==> src/rtl/cmp_pkg.sv <==
// Shared definitions for the pipelined comparator: op codes and op-class helpers.
package cmp_pkg;

  localparam int OP_W = 4;

  typedef logic [OP_W-1:0] op_t;

  // Branch conditions reuse the RISC-V funct3 values.
  localparam op_t OP_EQ   = 4'd0;
  localparam op_t OP_NE   = 4'd1;
  localparam op_t OP_LT   = 4'd4;
  localparam op_t OP_GE   = 4'd5;
  localparam op_t OP_LTU  = 4'd6;
  localparam op_t OP_GEU  = 4'd7;
  localparam op_t OP_SLT  = 4'd8;
  localparam op_t OP_SLTU = 4'd9;
  localparam op_t OP_MIN  = 4'd10;
  localparam op_t OP_MAX  = 4'd11;
  localparam op_t OP_MINU = 4'd12;
  localparam op_t OP_MAXU = 4'd13;

  // Ops whose ordering decision uses the unsigned compare.
  function automatic logic is_unsigned(input op_t op);
    return (op == OP_LTU) || (op == OP_GEU) || (op == OP_SLTU) ||
           (op == OP_MINU) || (op == OP_MAXU);
  endfunction

  // Ops that return one of the operands instead of a flag.
  function automatic logic is_minmax(input op_t op);
    return (op == OP_MIN) || (op == OP_MAX) || (op == OP_MINU) || (op == OP_MAXU);
  endfunction

  // Codes 2, 3, 14 and 15 are unassigned; they are consumed but produce zero.
  function automatic logic op_legal(input op_t op);
    return !((op == 4'd2) || (op == 4'd3) || (op == 4'd14) || (op == 4'd15));
  endfunction

endpackage

==> src/rtl/cmp_chunk.sv <==
// One slice of the stage-1 comparator: equality and unsigned less-than of a chunk.
module cmp_chunk #(
  parameter int W = 8
) (
  input  logic [W-1:0] a,
  input  logic [W-1:0] b,
  output logic         eq,
  output logic         ltu
);

  assign eq  = (a == b);
  assign ltu = (a < b);

endmodule

==> src/rtl/cmp_pipe.sv <==
// Two-stage pipelined comparator for branches, SLT/SLTU and Zbb MIN/MAX.
// Stage 1 registers per-chunk eq/ltu partials; stage 2 merges them MSB-first
// and registers the final flag/value. WIDTH must be a multiple of CHUNK.
module cmp_pipe
  import cmp_pkg::*;
#(
  parameter int WIDTH = 32,
  parameter int CHUNK = 8,
  parameter int TAG_W = 5
) (
  input  logic             clk_i,
  input  logic             rst_i,
  input  logic             in_valid_i,
  output logic             in_ready_o,
  input  logic [WIDTH-1:0] in_a_i,
  input  logic [WIDTH-1:0] in_b_i,
  input  logic [3:0]       in_op_i,
  input  logic [TAG_W-1:0] in_tag_i,
  input  logic             flush_i,
  output logic             out_valid_o,
  input  logic             out_ready_i,
  output logic             out_flag_o,
  output logic [WIDTH-1:0] out_value_o,
  output logic [TAG_W-1:0] out_tag_o
);

  localparam int NCHUNK = WIDTH / CHUNK;

  logic [NCHUNK-1:0] chunk_eq;
  logic [NCHUNK-1:0] chunk_ltu;

  logic              s1_valid;
  logic [NCHUNK-1:0] s1_eq;
  logic [NCHUNK-1:0] s1_ltu;
  logic              s1_a_msb;
  logic              s1_b_msb;
  logic [WIDTH-1:0]  s1_a;
  logic [WIDTH-1:0]  s1_b;
  op_t               s1_op;
  logic [TAG_W-1:0]  s1_tag;

  logic              s2_valid;
  logic              s2_flag;
  logic [WIDTH-1:0]  s2_value;
  logic [TAG_W-1:0]  s2_tag;

  logic              s1_adv;
  logic              s2_adv;

  logic              eq_all;
  logic              ltu_all;
  logic              lt_all;
  logic              sel_lt;
  logic              flag_c;
  logic [WIDTH-1:0]  value_c;

  for (genvar k = 0; k < NCHUNK; k++) begin : g_chunk
    cmp_chunk #(.W(CHUNK)) u_chunk (
      .a   (in_a_i[k*CHUNK +: CHUNK]),
      .b   (in_b_i[k*CHUNK +: CHUNK]),
      .eq  (chunk_eq[k]),
      .ltu (chunk_ltu[k])
    );
  end

  // A stage may advance when it is empty or its successor is advancing.
  assign s2_adv     = ~s2_valid | out_ready_i;
  assign s1_adv     = ~s1_valid | s2_adv;
  assign in_ready_o = s1_adv;

  assign out_valid_o = s2_valid;
  assign out_flag_o  = s2_flag;
  assign out_value_o = s2_value;
  assign out_tag_o   = s2_tag;

  // Stage-1 occupancy: flush drops both the in-flight op and any op offered now.
  always_ff @(posedge clk_i) begin
    if (rst_i) begin
      s1_valid <= 1'b0;
    end else if (flush_i) begin
      s1_valid <= 1'b0;
    end else if (s1_adv) begin
      s1_valid <= in_valid_i;
    end
  end

  // Stage-1 payload: chunk partials, sign bits, operands, op and tag on accept.
  always_ff @(posedge clk_i) begin
    if (!rst_i && !flush_i && s1_adv && in_valid_i) begin
      s1_eq    <= chunk_eq;
      s1_ltu   <= chunk_ltu;
      s1_a_msb <= in_a_i[WIDTH-1];
      s1_b_msb <= in_b_i[WIDTH-1];
      s1_a     <= in_a_i;
      s1_b     <= in_b_i;
      s1_op    <= op_t'(in_op_i);
      s1_tag   <= in_tag_i;
    end
  end

  // Merge chunk partials: the highest differing chunk decides the unsigned order.
  always_comb begin
    eq_all  = &s1_eq;
    ltu_all = 1'b0;
    for (int k = 0; k < NCHUNK; k++) begin
      if (!s1_eq[k]) begin
        ltu_all = s1_ltu[k];
      end
    end
    lt_all = (s1_a_msb & ~s1_b_msb) | ((s1_a_msb == s1_b_msb) & ltu_all);
  end

  // Condition flag and result value for the op held in stage 1.
  always_comb begin
    flag_c  = 1'b0;
    value_c = '0;
    sel_lt  = is_unsigned(s1_op) ? ltu_all : lt_all;
    case (s1_op)
      OP_EQ:                 flag_c = eq_all;
      OP_NE:                 flag_c = ~eq_all;
      OP_LT,  OP_SLT:        flag_c = lt_all;
      OP_GE:                 flag_c = ~lt_all;
      OP_LTU, OP_SLTU:       flag_c = ltu_all;
      OP_GEU:                flag_c = ~ltu_all;
      OP_MIN, OP_MAX,
      OP_MINU, OP_MAXU:      flag_c = sel_lt;
      default:               flag_c = 1'b0;
    endcase
    if (!op_legal(s1_op)) begin
      flag_c = 1'b0;
    end
    if (is_minmax(s1_op)) begin
      if ((s1_op == OP_MIN) || (s1_op == OP_MINU)) begin
        value_c = sel_lt ? s1_a : s1_b;
      end else begin
        value_c = sel_lt ? s1_b : s1_a;
      end
    end else begin
      value_c[0] = flag_c;
    end
  end

  // Output stage: holds its result until the consumer takes it.
  always_ff @(posedge clk_i) begin
    if (rst_i) begin
      s2_valid <= 1'b0;
      s2_flag  <= 1'b0;
      s2_value <= '0;
      s2_tag   <= '0;
    end else begin
      if (flush_i) begin
        s2_valid <= 1'b0;
      end else if (s2_adv) begin
        s2_valid <= s1_valid;
      end
      if (!flush_i && s2_adv && s1_valid) begin
        s2_flag  <= flag_c;
        s2_value <= value_c;
        s2_tag   <= s1_tag;
      end
    end
  end

endmodule

==> config.mk <==
export PLATFORM = sky130hd
export DESIGN_NAME = cmp_pipe
export DESIGN_NICKNAME = d
export VERILOG_FILES = /design/src/rtl/cmp_pkg.sv /design/src/rtl/cmp_chunk.sv /design/src/rtl/cmp_pipe.sv
export SDC_FILE = /design/constraint.sdc
export NUM_CORES = 1
export LEC_CHECK = 0
export ABC_AREA = 0
export BUFFER_PORTS_ARGS = -buffer_cell sky130_fd_sc_hd__buf_2
export CAP_MARGIN = 10
export CORE_ASPECT_RATIO = 1.25
export CORE_MARGIN = 2
export CORE_UTILIZATION = 30
export CTS_CLUSTER_DIAMETER = 150
export DETAILED_ROUTE_END_ITERATION = 16
export PLACE_DENSITY_LB_ADDON = 0.1
export SLEW_MARGIN = 20
export SYNTH_ARGS = -nofsm -noshare
export SYNTH_HDL_FRONTEND = slang
export SYNTH_HIERARCHICAL = 1
export SYNTH_SLANG_ARGS = --single-unit
==> constraint.sdc <==
create_clock -name clk_i -period 4.1 [get_ports clk_i]
set_input_delay 0.615 -clock clk_i [delete_from_list [all_inputs] [get_ports clk_i]]
set_output_delay 0.615 -clock clk_i [all_outputs]
set_load 0.05 [all_outputs]
==> summary.txt <==
Status
  • Status: complete, no violations

Detailed routing
  • Drc violations: 0
  • Routed wl met3: 598 µm
  • Routed Wire Length: 11350 µm
  • Drt pass-1 iters: 4
  • Top sig layer: met4
  • DRT met1 WL: 4485 µm
  • Vias per inst: 4.465
  • WL per Instance: 14.53 µm
  • Met2 wire len: 6080 µm
  • Vias: 3487
  • Initial DRC count: 209
  • Final ANT Viol Nets: 0

Clocking
  • Num CTS Buffers: 17
  • Clock transition at path regs: 50 ps
  • Setup Buffers After CTS: 0
  • Clk buf depth: 2
  • # resized after CTS: 0
  • Hold bufs inserted after CTS: 0
  • CTS Sinks: 121
  • CTS H-Tree Depth: 4
  • Root Driver: clkbuf_16
  • Worst-Skew Late Latency: 410 ps
  • CTS tree: yes

Floorplan
  • Top-Level Pins: 118
  • Initial core utilization: 30.37%
  • Row cnt: 54
  • Chip width: 122.4 µm
  • Die Y: 151.9 µm
  • Die area: 0.01859 mm²
  • Core Region: 0.01730 mm²

Final layout
  • Finished Core Util: 38.77%
  • Most common cell after layout, fill and taps aside: buf_2
  • Post-Layout Cell Count: 781
  • Highest-count cells in the layout ignoring fill and taps: buf_2 (117), edfxtp_1 (81), nand2_1 (54), dfxtp_1 (40), inv_1 (36)
  • Post-route cell area: 0.006705 mm²
  • Final nets: 655
  • Synth-to-layout area growth: 27.66%
  • Fillers: 1743
  • Layout cell share with drive strength beyond 1: 30.04%

Global route
  • Total gr overflow: 0
  • Largest net degree at the start of global routing: 82
  • Initial antenna violation count: 1
  • Vias in the first global route: 3647
  • GRT Overall Usage: 13.22%
  • First-pass GRT wire length: 18350 µm

Critical path
  • Critical path fanouts, max: 16
  • Arr. time, crit path: 3040 ps
  • Worst setup SP type: flop
  • Crit. End Element: flop
  • Worst path required time: 4390 ps
  • Crit Path Class: flop to flop

Power
  • PD cells: 476.1 mW/mm²
  • Maximum VDD drop: 0.2615 mV
  • P_leak: 0.002868 µW

STA
  • Worst-Margin Slew: 901.9 ps
  • Max-slew violation count: 0
  • Achievable frequency: 363.2 MHz
  • RSZ-0062 raised after global routing: false
  • Final hold vios: 0
  • Minimum clock period: 2753 ps
  • Fin crit share: 67.16%
  • Relative slew slack: 39.73%
  • Setup TNS: 0 ps
  • Final Skew: 9.425 ps
  • Final Setup Violations: 0

Place
  • Routability cong.: 0.8117
  • Port bufs: 117
  • Placed cells: 748
  • Area after DPL: 0.006063 mm²
  • Detail Placement HPWL: 7918 µm

Yosys
  • Synth top area share: 46.31%
  • Average size of a mapped cell: 12.54 µm²
  • Syn_nets: 530
  • Sequential share of the synthesized area: 61.55%
  • Post-Syn Instances: 419
  • Fraction of registers with async set/reset: 0%
  • Yosys Warn Count: 6
  • Main area contributors after synthesis: edfxtp_1 (46%), dfxtp_1 (15%), ha_1 (7.9%)
  • Cell accounting for the most synthesized area: edfxtp_1
  • Synth Flop Type: edfxtp_1
  • Seq cells post-synth: 121
  • Post-synth cell types: 46
  • Post-synth EDFFs: 81
  • Post-Synthesis Cell Area: 0.005253 mm²

Min path
  • Min-Delay Path Class: input port to flop

Run
  • MaxCap Viol Count: 0
==> registers in the layout, indices dropped and copies added, names as in the netlist, 4 cells and up <==
signal	cells
s1_op	4
s1_ltu	4
out_value_o	32
s1_tag	5
out_tag_o	5
s1_eq	4
s1_a	31
s1_b	31
==> layer usage <==
metal  GRT usage, %  up-vias
li1               -     1768
met4          5.090        0
met2          23.23       80
met5              0        -
met3          4.692       12
met1          14.33     1627
==> logic make-up after synthesis <==
logic type / Yosys count / share of synthesized area (%)
flip-flops: 121 / 61.55
buffers and inverters: 51 / 4.288
multiplexers: 33 / 6.313
XOR/XNOR: 4 / 1.024
adder cells (fa/ha/maj): 33 / 7.861
AO/OA/AOI/OAI: 77 / 10.12
AND/OR/NAND/NOR: 100 / 8.838
==> cell usage after synthesis (2+ instances only) <==
master / count
a31oi_1: 2
inv_1: 36
nand4_1: 10
mux2i_1: 32
buf_6: 3
dfxtp_1: 40
o21ai_0: 3
o211ai_2: 4
o21ai_1: 31
buf_2: 3
nand3_1: 2
ha_1: 33
nor3_1: 2
nor2b_1: 5
buf_4: 2
nand2_1: 54
xnor2_1: 2
edfxtp_1: 81
a2111oi_2: 4
clkbuf_1: 7
nor2_1: 16
o21a_1: 2
a21oi_1: 21
a211o_1: 2
==> path summary, 6_finish.rpt <==
path | startpoint | endpoint | slack [ps] | depth (start not counted)
worst max-delay path | s1_op[1] | out_value_o[16] | 1350 | 7
worst min-delay path | in_tag_i[0] | s1_tag[0] | 380 | 1
worst max register to register | s1_op[1] | out_value_o[16] | 1350 | 7
worst min register to register | out_value_o[4] | out_value_o[4] | 440 | 2
==> area by class of cell <==
| type | count | area [µm²] | area share [%] |
|---|---|---|---|
| Antenna cell | 1 | 2.502 | 0.03732 |
| Clock buffer | 22 | 464.2 | 6.923 |
| Clock inverter | 9 | 147.6 | 2.202 |
| Inverter | 36 | 135.1 | 2.015 |
| Multi-Input combinational cell | 247 | 1807 | 26.95 |
| Sequential cell | 121 | 3233 | 48.22 |
| Tap cell | 224 | 280.3 | 4.180 |
| Timing Repair Buffer | 121 | 635.6 | 9.479 |
==> where the power goes <==
group / switching (µW) / internal (µW) / total, µW
combinational: 160 / 121 / 281
clock: 502 / 1040 / 1540
sequential: 17.2 / 1350 / 1370
total: 680 / 2510 / 3190
==> through the flow <==
stage | hold WS [ps] | worst slack, ps | total power, µW
finish | 380.3 | 1347 | 3193
global route | 350.2 | 1170 | 3346
CTS | 354.3 | 1302 | 3246
detailed placement | 438.3 | 1301 | 1679
global placement | 433.6 | 1366 | 1674
floorplan | 471.3 | 542.2 | 1587
==> worst max-delay path: stages (launching register included) <==
cell and delay (ps):
edfxtp_1 520, and3b_1 260, a211oi_2 270, o31ai_4 120
xnor2_4 700, buf_4 440, mux2i_1 240, o21ai_1 80
(Power assumes the default switching activity.)
